`src/rtl/laser_harp_pkg.sv`:
```
`default_nettype none
// ============================================================================
//  Module      : laser_harp_pkg
//  Description : Shared constants and types for the laser-harp display and
//                note path.
//  Revision    : 1.0  initial release
// ============================================================================
package laser_harp_pkg;

    localparam int N_STRINGS = 8;
    localparam int LEVEL_W   = 4;
    localparam int H_ACTIVE  = 640;
    localparam int V_ACTIVE  = 480;

    // Index width that stays legal (>=1 bit) for single-entry ranges
    function automatic int idx_width(input int n);
        return (n > 1) ? $clog2(n) : 1;
    endfunction

    typedef logic [idx_width(N_STRINGS)-1:0] string_idx_t;

    typedef enum logic [0:0] {
        ARB_IDLE    = 1'b0,
        ARB_PRESENT = 1'b1
    } arb_state_t;

endpackage
`default_nettype wire

```
`src/rtl/laser_rr_pick.sv`:
```
`default_nettype none
// ============================================================================
//  Module      : laser_rr_pick
//  Description : Combinational round-robin picker; returns the first pending
//                index at or after i_rr_ptr, wrapping past the top.
//  Revision    : 1.0  initial release
// ============================================================================
module laser_rr_pick
    import laser_harp_pkg::idx_width;
#(
    parameter int N_STRINGS = 8,
    parameter int IDX_W     = idx_width(N_STRINGS)
) (
    input  logic [N_STRINGS-1:0] i_pending,
    input  logic [IDX_W-1:0]     i_rr_ptr,
    output logic                 o_found,
    output logic [IDX_W-1:0]     o_idx
);

    localparam int C_SUM_W = IDX_W + 1;

    logic [2*N_STRINGS-1:0] w_dbl;
    logic [N_STRINGS-1:0]   w_rot;
    logic [C_SUM_W-1:0]     w_off;
    logic [C_SUM_W-1:0]     w_sum;
    logic [C_SUM_W-1:0]     w_wrapped;

    // Rotate so that bit 0 corresponds to the string at i_rr_ptr
    assign w_dbl = {i_pending, i_pending} >> i_rr_ptr;
    assign w_rot = w_dbl[N_STRINGS-1:0];

    always_comb begin
        o_found = 1'b0;
        w_off   = '0;
        for (int k = N_STRINGS - 1; k >= 0; k--) begin
            if (w_rot[k]) begin
                o_found = 1'b1;
                w_off   = C_SUM_W'(k);
            end
        end
    end

    assign w_sum     = {1'b0, i_rr_ptr} + w_off;
    assign w_wrapped = (w_sum >= C_SUM_W'(N_STRINGS)) ? (w_sum - C_SUM_W'(N_STRINGS)) : w_sum;
    assign o_idx     = w_wrapped[IDX_W-1:0];

endmodule
`default_nettype wire

```
`src/rtl/laser_highlight_ctrl.sv`:
```
`default_nettype none
// ============================================================================
//  Module      : laser_highlight_ctrl
//  Description : Per-string beam-break tracking, decaying highlight levels,
//                raster overlay and round-robin note hand-off to the voice.
//  Revision    : 1.0  initial release
// ============================================================================
module laser_highlight_ctrl
    import laser_harp_pkg::idx_width;
    import laser_harp_pkg::V_ACTIVE;
    import laser_harp_pkg::arb_state_t;
    import laser_harp_pkg::ARB_IDLE;
    import laser_harp_pkg::ARB_PRESENT;
#(
    parameter int N_STRINGS    = 8,
    parameter int STRING_X0    = 80,
    parameter int STRING_PITCH = 64,
    parameter int STRING_W     = 8,
    parameter int LEVEL_W      = 4,
    parameter int DECAY_FRAMES = 4
) (
    input  logic                            vga_clk,
    input  logic                            reset_n,
    input  logic [9:0]                      DrawX,
    input  logic [9:0]                      DrawY,
    input  logic                            blank,
    input  logic [N_STRINGS-1:0]            string_hit,
    output logic                            hl_active,
    output logic [idx_width(N_STRINGS)-1:0] hl_string,
    output logic [LEVEL_W-1:0]              hl_level,
    output logic [N_STRINGS-1:0]            lit,
    output logic                            note_valid,
    output logic [idx_width(N_STRINGS)-1:0] note_idx,
    input  logic                            note_ready
);

    localparam int                 C_IDX_W     = idx_width(N_STRINGS);
    localparam int                 C_DIV_W     = idx_width(DECAY_FRAMES);
    localparam logic [LEVEL_W-1:0] C_LEVEL_MAX = {LEVEL_W{1'b1}};

    logic [N_STRINGS-1:0]              r_sync1, r_sync2, r_prev;
    logic [N_STRINGS-1:0]              w_hit_rise;
    logic [N_STRINGS-1:0][LEVEL_W-1:0] r_level;
    logic [N_STRINGS-1:0]              w_level_nz;
    logic [N_STRINGS-1:0]              r_lit;
    logic [C_DIV_W-1:0]                r_frame_cnt;
    logic                              w_frame_tick, w_decay;

    logic [N_STRINGS-1:0]              w_in_col;
    logic                              w_hl_active, r_hl_active;
    logic [C_IDX_W-1:0]                w_hl_string, r_hl_string;
    logic [LEVEL_W-1:0]                w_hl_level, r_hl_level;

    logic [N_STRINGS-1:0]              r_pending, w_accept;
    arb_state_t                        r_state, w_state_nxt;
    logic                              r_note_valid, w_valid_nxt;
    logic [C_IDX_W-1:0]                r_note_idx, w_idx_nxt;
    logic [C_IDX_W-1:0]                r_rr_ptr, w_rr_nxt;
    logic                              w_found;
    logic [C_IDX_W-1:0]                w_pick_idx;

    always_ff @(posedge vga_clk or negedge reset_n) begin
        if (!reset_n) begin
            r_sync1 <= '0;
            r_sync2 <= '0;
            r_prev  <= '0;
        end else begin
            r_sync1 <= string_hit;
            r_sync2 <= r_sync1;
            r_prev  <= r_sync2;
        end
    end

    assign w_hit_rise   = r_sync2 & ~r_prev;
    assign w_frame_tick = (DrawX == 10'd0) && (DrawY == 10'(V_ACTIVE));
    assign w_decay      = w_frame_tick && (r_frame_cnt == C_DIV_W'(DECAY_FRAMES - 1));

    always_ff @(posedge vga_clk or negedge reset_n) begin
        if (!reset_n) begin
            r_frame_cnt <= '0;
        end else if (w_frame_tick) begin
            r_frame_cnt <= w_decay ? '0 : r_frame_cnt + 1'b1;
        end
    end

    // A held beam pins the level at max, which also makes a hit beat a decay
    always_ff @(posedge vga_clk or negedge reset_n) begin
        if (!reset_n) begin
            r_level <= '0;
            r_lit   <= '0;
        end else begin
            for (int i = 0; i < N_STRINGS; i++) begin
                if (r_sync2[i]) begin
                    r_level[i] <= C_LEVEL_MAX;
                end else if (w_decay && w_level_nz[i]) begin
                    r_level[i] <= r_level[i] - 1'b1;
                end
            end
            r_lit <= w_level_nz;
        end
    end

    always_comb begin
        w_level_nz = '0;
        for (int i = 0; i < N_STRINGS; i++) begin
            w_level_nz[i] = (r_level[i] != '0);
        end
    end

    for (genvar gi = 0; gi < N_STRINGS; gi++) begin : g_col
        localparam int C_LO = STRING_X0 + gi * STRING_PITCH;
        assign w_in_col[gi] = (int'(DrawX) >= C_LO) && (int'(DrawX) < C_LO + STRING_W);
    end

    // Descending scan so the lowest lit index owns an overlapping pixel
    always_comb begin
        w_hl_active = 1'b0;
        w_hl_string = '0;
        w_hl_level  = '0;
        for (int i = N_STRINGS - 1; i >= 0; i--) begin
            if (blank && w_in_col[i] && w_level_nz[i]) begin
                w_hl_active = 1'b1;
                w_hl_string = C_IDX_W'(i);
                w_hl_level  = r_level[i];
            end
        end
    end

    always_ff @(posedge vga_clk or negedge reset_n) begin
        if (!reset_n) begin
            r_hl_active <= 1'b0;
            r_hl_string <= '0;
            r_hl_level  <= '0;
        end else begin
            r_hl_active <= w_hl_active;
            r_hl_string <= w_hl_string;
            r_hl_level  <= w_hl_level;
        end
    end

    always_comb begin
        w_accept = '0;
        for (int i = 0; i < N_STRINGS; i++) begin
            w_accept[i] = (r_state == ARB_PRESENT) && note_ready && (r_note_idx == C_IDX_W'(i));
        end
    end

    always_ff @(posedge vga_clk or negedge reset_n) begin
        if (!reset_n) begin
            r_pending <= '0;
        end else begin
            r_pending <= (r_pending & ~w_accept) | w_hit_rise;
        end
    end

    laser_rr_pick #(
        .N_STRINGS (N_STRINGS),
        .IDX_W     (C_IDX_W)
    ) u_pick (
        .i_pending (r_pending),
        .i_rr_ptr  (r_rr_ptr),
        .o_found   (w_found),
        .o_idx     (w_pick_idx)
    );

    always_ff @(posedge vga_clk or negedge reset_n) begin
        if (!reset_n) begin
            r_state      <= ARB_IDLE;
            r_note_valid <= 1'b0;
            r_note_idx   <= '0;
            r_rr_ptr     <= '0;
        end else begin
            r_state      <= w_state_nxt;
            r_note_valid <= w_valid_nxt;
            r_note_idx   <= w_idx_nxt;
            r_rr_ptr     <= w_rr_nxt;
        end
    end

    always_comb begin
        w_state_nxt = r_state;
        w_valid_nxt = r_note_valid;
        w_idx_nxt   = r_note_idx;
        w_rr_nxt    = r_rr_ptr;
        case (r_state)
            ARB_IDLE: begin
                if (w_found) begin
                    w_idx_nxt   = w_pick_idx;
                    w_valid_nxt = 1'b1;
                    w_state_nxt = ARB_PRESENT;
                end
            end
            ARB_PRESENT: begin
                if (note_ready) begin
                    w_valid_nxt = 1'b0;
                    w_state_nxt = ARB_IDLE;
                    w_rr_nxt    = (r_note_idx == C_IDX_W'(N_STRINGS - 1)) ? '0 : r_note_idx + 1'b1;
                end
            end
            default: begin
                w_valid_nxt = 1'b0;
                w_state_nxt = ARB_IDLE;
            end
        endcase
    end

    assign hl_active  = r_hl_active;
    assign hl_string  = r_hl_string;
    assign hl_level   = r_hl_level;
    assign lit        = r_lit;
    assign note_valid = r_note_valid;
    assign note_idx   = r_note_idx;

endmodule
`default_nettype wire

```
`config.mk`:
```
export PLATFORM = sky130hd
export DESIGN_NAME = laser_highlight_ctrl
export DESIGN_NICKNAME = d
export VERILOG_FILES = /design/src/rtl/laser_harp_pkg.sv /design/src/rtl/laser_rr_pick.sv /design/src/rtl/laser_highlight_ctrl.sv
export SDC_FILE = /design/constraint.sdc
export NUM_CORES = 1
export LEC_CHECK = 0
export ABC_AREA = 1
export BUFFER_PORTS_ARGS = -buffer_cell sky130_fd_sc_hd__buf_2
export CAP_MARGIN = 15
export CELL_PAD_IN_SITES_DETAIL_PLACEMENT = 2
export CELL_PAD_IN_SITES_GLOBAL_PLACEMENT = 2
export CORE_MARGIN = 10
export CORE_UTILIZATION = 38
export DETAILED_ROUTE_END_ITERATION = 7
export PLACE_DENSITY_LB_ADDON = 0.12
export SYNTH_ARGS = -nofsm -noshare
export SYNTH_HDL_FRONTEND = slang
export SYNTH_SLANG_ARGS = --single-unit
```
`constraint.sdc`:
```
create_clock -name vga_clk -period 6.15 [get_ports vga_clk]
set_clock_uncertainty 0.2 [all_clocks]
set_input_delay 1.23 -clock vga_clk [delete_from_list [all_inputs] [get_ports vga_clk]]
set_output_delay 1.23 -clock vga_clk [all_outputs]
set_load 0.05 [all_outputs]
```
* Word level (Yosys, flattened, before mapping)
Cells that the tools add are included.
Word-level totals: register bits after elaboration 90, input bits 32, output and inout port bits 20, word-level logic and storage cells 197
Cells by class: add/sub/neg operators 12, magnitude comparators 17, eq/ne operators 11, shift operators 1, multiplexer cells 65, bitwise gates (word level) 6, reduce and logical (&&, ||, !) cells 64
Operators by type and width (number):
- $mux W4 | 24
- $mux W3 | 18
- $logic_and A1 B1 Y1 | 43
- $ge A10 B9 Y1 const B | 4
- $lt A10 B9 Y1 const B | 4
- $reduce_bool A4 Y1 | 8
- $sub A4 B1 Y4 const B | 8
- $ge A10 B8 Y1 const B | 2
- $lt A10 B8 Y1 const B | 2
- $mux W1 | 20
- $and A8 B8 Y8 | 2
- $not A8 Y8 | 2
- $reduce_bool A2 Y1 | 8
- $shr A16 B3 Y8 | 1
- $eq A3 B3 Y1 const B | 4
- $eq A10 B9 Y1 const B | 1
- $ge A10 B10 Y1 const B | 1
- $ge A10 B7 Y1 const B | 1
- $logic_not A10 Y1 | 1
- $lt A10 B10 Y1 const B | 1
- $lt A10 B7 Y1 const B | 1
- $or A8 B8 Y8 | 1
- $eq A3 B2 Y1 const B | 2
- $reduce_and A2 Y1 | 3
- other kinds (13) | 14

* Depth between registers and ports, before layout
depth in word-level cells 12, gate-level depth with buffers 23, gate-level depth less buffers 22

* By module
Synthesis repeated with hierarchy kept, for this count alone.
Second synthesis, totals: cells, all modules 598, area total of the unflattened synthesis 4976.0 um2
By module, submodules not included:
- laser_highlight_ctrl | times used 1, cells an instance 502, area each 4366.7 um2, seq. area each 2252.2 um2
- laser_rr_pick | times used 1, cells an instance 96, area each 609.3 um2, seq. area each 0.0 um2

* Worst setup path after synthesis
OpenSTA, ideal clock, no wires.
kind input to register, start point in DrawY[3], end point reg r_level[18] in the netlist's numbering, setup time 0.133 ns, arrival time 2.232 ns, data required time 5.817 ns, path slack 3.584 ns, cell stages on the path 10, path buffers 1, cells stage by stage or2_1 nor2_1 nand2_1 nor2_2 nand3_2 nor2_2 buf_6 nand3_1 nand2_1 o211ai_1
Between the ends: cells in the longest elaborated chain, start to end 5
RTL lines:
- start, declared | line laser_highlight_ctrl.sv:25 | input logic [9:0] DrawY,
- $eq A10 B9 Y1 | line laser_highlight_ctrl.sv:75 | assign w_frame_tick = (DrawX == 10'd0) && (DrawY == 10'(V_ACTIVE));
- $logic_and A1 B1 Y1 | line laser_highlight_ctrl.sv:75
- $logic_and A1 B1 Y1 | line laser_highlight_ctrl.sv:76 | assign w_decay = w_frame_tick && (r_frame_cnt == C_DIV_W'(DECAY_FRAMES - 1));
- $logic_and A1 B1 Y1 | line laser_highlight_ctrl.sv:95 | end else if (w_decay && w_level_nz[i]) begin
- $reduce_bool A2 Y1 (no source line)
- end signal, assigned by index | line laser_highlight_ctrl.sv:96 | r_level[i] <= r_level[i] - 1'b1;
- end, declared | line laser_highlight_ctrl.sv:43 | logic [N_STRINGS-1:0][LEVEL_W-1:0] r_level;
Every way passes these cells. A chain may end at the register's enable or synchronous reset.

* Worst setup path after layout
start point reg r_rr_ptr[0], end point reg r_note_idx[2], in the netlist note_idx[2]
Between the ends: cells in the longest elaborated chain, start to end 12, elaborated cells on any way between the ends 22, those cells by class add/sub: 2; order compare: 1; shift: 1; mux: 17; reduce/logical: 1
RTL lines:
- start, declared | line laser_highlight_ctrl.sv:58 | logic [C_IDX_W-1:0] r_rr_ptr, w_rr_nxt;
- start signal, assigned | line laser_highlight_ctrl.sv:176 | r_rr_ptr <= w_rr_nxt;
- $shr A16 B3 Y8 | line laser_rr_pick.sv:29 | assign w_dbl = {i_pending, i_pending} >> i_rr_ptr;
- $mux W3 (8 in a row) | line laser_rr_pick.sv:36 | if (w_rot[k]) begin
- $add A3 B3 Y4 | line laser_rr_pick.sv:43 | assign w_sum = {1'b0, i_rr_ptr} + w_off;
- $ge A4 B4 Y1 / $sub A3 B1 Y3 (equally long branches) | line laser_rr_pick.sv:44 | assign w_wrapped = (w_sum >= C_SUM_W'(N_STRINGS)) ? (w_sum - C_SUM_W'(N_STRINGS)) : w_sum;
- $mux W3 | line laser_rr_pick.sv:44
- end signal, assigned | line laser_highlight_ctrl.sv:175 | r_note_idx <= w_idx_nxt;
- end, declared | line laser_highlight_ctrl.sv:57 | logic [C_IDX_W-1:0] r_note_idx, w_idx_nxt;
Parallel ways exist; a longest one is shown, timed or not.

==> results list <==
- Clock-pin slew was measured on the worst setup and hold paths at 0.07 ns.
- The worst setup path is of the reg2reg kind.
- Top cell type's share of synthesized area: 0.464
- Total inserted antenna cells: 0
- First-pass GRT wire length: 27200 um
- NumNets Final: 716
- Number of failing setup endpoints in the final timing report: 0
- Number of cell instances on the worst register-to-register path: 21
- The worst hold path terminates at r_sync2[5].
- Buffers inserted during post-CTS setup optimization: 0
- Max_cap viols: 0
- Maximum number of pins on one net before global-route repair: 57
- Met1 track demand over resource in global routing: 0.224
- The congestion estimate from routability-driven global placement came to 0.843.
* Highest Clock Rate: 316 MHz
- The largest total area in the synthesized netlist belongs to sky130_fd_sc_hd__dfrtp_1.
- Total internal power: 1.19 mW
- After global routing, the most crowded layer is met2.
- Count of routing violations after the opening detailed-route iteration: 150
- Net switching power: 819 uW
- Including well taps, the total number of placed cells is 828.
* Number of flip-flops and latches in the synthesized netlist: 90
- HPWL after detailed placement: 12500 um
- The flow ran to the end, and the final reports show no timing, DRC or antenna violations.
* Average via count per standard cell: 5.24
* Sequential group share of total power: 0.376
- Die area: 17700 um^2
- Combined area of all synthesized cells: 4850 um^2
- Combined global-route utilization of all metal layers: 0.191
* Avg Inst Size Synth: 7.94 um^2
- Width of the die: 133 um
- Wires add up to 16100 um.
- Type of the most critical hold path: reg2reg
* Count of instances resized after the clock tree is built: 0
- Of the total power, the share spent switching nets is 0.409.
* Post-layout utilization of the core: 0.443
- STA classifies the critical path endpoint as a flip-flop.
- The area growth from synthesis to layout is 14.9%.
- At the worst endpoint, the arrival time is 3.20 ns.
- In the final layout, flip-flops and latches occupy 2250 um^2.
- For this run, the detailed router's first-pass iteration total came to 4.
* Via count of the first global-routing pass: 5145
* Setup tns final: 0 ns
* Slew HR: 0.514
* Post-synth ARST share: 1.00
- Post-detailed-route count of antenna-violating nets: 0
- CTS hold repair buffers: 0
* Post-synth net total: 660
* Final Slew Violations: 0
- Number of CTS-inserted buffers: 9
- The detailed router placed 4420 vias in this run.
- Worst Hold Slack: 0.152 ns
- The tree built by TritonCTS fans out to 90 sinks.
- Worst hold path cell count: 0
- RSZ-0062 raised after global routing: no
- Sorting the synthesized cells by area gives the leading types as sky130_fd_sc_hd__dfrtp_1 (46%), sky130_fd_sc_hd__nand2_1 (13%), sky130_fd_sc_hd__nand3_1 (7.0%), sky130_fd_sc_hd__inv_1 (5.9%), sky130_fd_sc_hd__ha_1 (4.1%).
- Root buffer selected by CTS: sky130_fd_sc_hd__clkbuf_16
- Final routed wire length divided by cell count: 19.1 um
* Sequential cell area fraction in the yosys report: 0.464
- Of all nets on the critical path, the largest fanout is 10.
- Post-Layout Cell Count: 844
- Max Root-Sink Buffers: 2
* Filler instances: 1493
- The analysis attributes to cell leakage a power of 2.83 nW.
- Counting distinct cell types in the post-synthesis netlist gives 35.
- TritonCTS clock tree: yes
* Most common cell after layout, fill and taps aside: sky130_fd_sc_hd__nand2_1
- GR met3 Demand/Resource: 0.0447
- Final Hold Viols: 0
- End of the worst register-to-register path: note_idx[2]
* Post-synth EDFFs: 0
- In the final layout, the share of cells above drive strength 1 is 0.164.
- Final Critical Period: 3.16 ns
* Logic gate share of total power: 0.343
- Of the total power, the clock network draws 0.281.
* Area of the multi-input gates: 2230 um^2
* PD cells: 360 nW/um^2
- Residual DRC count: 0
* Transition time of the tightest slew-check pin: 0.729 ns
- For the worst-skew pair, the clock arrives at the later sink with an insertion delay of 0.35 ns.
* Total congestion overflow: 0
* Number of H-tree branching levels: 3
* Top library cells by usage in the layout, fill and taps aside: sky130_fd_sc_hd__nand2_1 (165), sky130_fd_sc_hd__dfrtp_1 (90), sky130_fd_sc_hd__inv_1 (76)
- The startpoint identified for the worst register-to-register timing path is r_rr_ptr[0].
- In the finished design, the share of the clock period the worst path needs comes to 0.514.
* Standard-cell row count: 41
- Data on the critical path is required at its endpoint by 6.19 ns.
- Startpoint type of the worst setup path: flip-flop
* Initial antenna violation count: 0
- Worst setup slack for register-to-register paths: 2.99 ns
- The total area inside the core boundary comes to 12600 um^2.
* Synth Flop Type: sky130_fd_sc_hd__dfrtp_1
- Routing usage on met2: 0.338
- Ports: 52
* Number of instances in the synthesized netlist: 611
- The startpoint identified for the worst hold timing path is r_sync1[5].
- Yosys printed 0 warnings.
- From bottom edge to top edge, the die measures 133 um.
- Port Buf Inserts: 51
- Worst-case vdd ir drop: 0.137 mV
- Initial cell density of the core: 0.386
[worst max-delay path by stage]
stage / start / to / slack, ns / cells after the start
global route: r_rr_ptr[0] / note_idx[2] / 2.68 / 21
global placement: DrawY[3] / r_level[25] / 3.00 / 10
finish: r_rr_ptr[0] / note_idx[2] / 2.99 / 21
detailed placement: DrawY[3] / r_level[29] / 2.86 / 10
CTS: r_rr_ptr[0] / note_idx[2] / 2.94 / 21
floorplan: DrawY[3] / r_level[18] / 3.58 / 10
[Yosys cell counts (2+ instances only)]
| cell type | instances |
|---|---|
| sky130_fd_sc_hd__nand2_1 | 165 |
| sky130_fd_sc_hd__dfrtp_1 | 90 |
| sky130_fd_sc_hd__inv_1 | 76 |
| sky130_fd_sc_hd__nand3_1 | 68 |
| sky130_fd_sc_hd__nor2_1 | 46 |
| sky130_fd_sc_hd__o21ai_0 | 30 |
| sky130_fd_sc_hd__o21ai_1 | 18 |
| sky130_fd_sc_hd__ha_1 | 16 |
| sky130_fd_sc_hd__nand2_2 | 12 |
| sky130_fd_sc_hd__nand4_1 | 12 |
| sky130_fd_sc_hd__nand3_2 | 11 |
| sky130_fd_sc_hd__a21oi_1 | 10 |
| sky130_fd_sc_hd__o211ai_1 | 7 |
| sky130_fd_sc_hd__nor2_2 | 5 |
| sky130_fd_sc_hd__inv_2 | 4 |
| sky130_fd_sc_hd__nor3_1 | 4 |
| sky130_fd_sc_hd__nor3_2 | 4 |
| sky130_fd_sc_hd__nor4_1 | 4 |
| sky130_fd_sc_hd__o31ai_1 | 4 |
| sky130_fd_sc_hd__a31oi_1 | 3 |
| sky130_fd_sc_hd__buf_2 | 3 |
| sky130_fd_sc_hd__buf_6 | 3 |
| sky130_fd_sc_hd__or2_2 | 3 |
| sky130_fd_sc_hd__o22ai_1 | 2 |
[flip-flops by register name, summed over array words and instances (netlist names)]
name         count
hl_active        1
hl_level         4
hl_string        3
lit              8
note_idx         3
note_valid       1
r_frame_cnt      2
r_level         32
r_pending        8
r_prev           8
r_rr_ptr         3
r_state          1
r_sync1          8
r_sync2          8
[kinds of logic after synthesis]
family | synth area share
AND/OR/NAND/NOR | 0.326
flip-flops | 0.464
buffers and inverters | 0.0753
AO/OA/AOI/OAI | 0.0833
adder cells (fa/ha/maj) | 0.0454
XOR/XNOR | 0.00361
multiplexers | 0.00206
[worst max-delay path, stage by stage (launching register included)]
cell,delay (ns)
sky130_fd_sc_hd__dfrtp_1,0.58
sky130_fd_sc_hd__inv_4,0.12
sky130_fd_sc_hd__nand2_1,0.12
sky130_fd_sc_hd__nand3_1,0.12
sky130_fd_sc_hd__nand2_1,0.12
sky130_fd_sc_hd__nand2_1,0.06
sky130_fd_sc_hd__nand2_1,0.14
sky130_fd_sc_hd__nand2_1,0.07
sky130_fd_sc_hd__nand2_1,0.06
sky130_fd_sc_hd__nand2_1,0.05
sky130_fd_sc_hd__nand2_1,0.05
sky130_fd_sc_hd__nand2_1,0.06
sky130_fd_sc_hd__a21oi_1,0.15
sky130_fd_sc_hd__ha_1,0.17
sky130_fd_sc_hd__inv_1,0.05
sky130_fd_sc_hd__fa_1,0.38
sky130_fd_sc_hd__xnor2_1,0.19
sky130_fd_sc_hd__nand3_1,0.11
sky130_fd_sc_hd__nand2_1,0.09
sky130_fd_sc_hd__inv_1,0.04
sky130_fd_sc_hd__nor2_1,0.08
sky130_fd_sc_hd__nor2_1,0.05
[per-stage QoR]
step,power (mW),setup slack [ns],cell area (um^2)
global route,2.16,2.68,5570
floorplan,1.24,3.58,4850
detailed placement,1.45,2.86,5280
global placement,1.41,3.00,5280
CTS,2.03,2.94,5570
finish,2.00,2.99,5570
[per-layer routing]
metal	part of all wire	vias to the layer above	routed length [um]
met5	0	-	0
met4	0.019	0	300
met3	0.034	22	556
met2	0.52	61	8330
met1	0.43	2246	6940
li1	-	2091	-
[power by group through the flow]
stage	clock network, mW	registers [mW]	logic, mW
after floorplan	0	0.761	0.479
after global placement	0	0.758	0.652
after detailed placement	0	0.764	0.691
after CTS	0.578	0.755	0.701
after global routing	0.602	0.768	0.792
final	0.563	0.754	0.688
[final cells by class]
class | instances | share of cell area
clock buffers | 11 | 0.0418
clock inverters | 5 | 0.0112
inverters | 82 | 0.0559
multi-input cells | 432 | 0.401
flip-flops and latches | 90 | 0.404
well taps | 172 | 0.0386
repair buffers | 52 | 0.0476
Power figures use the tool's default switching activity.
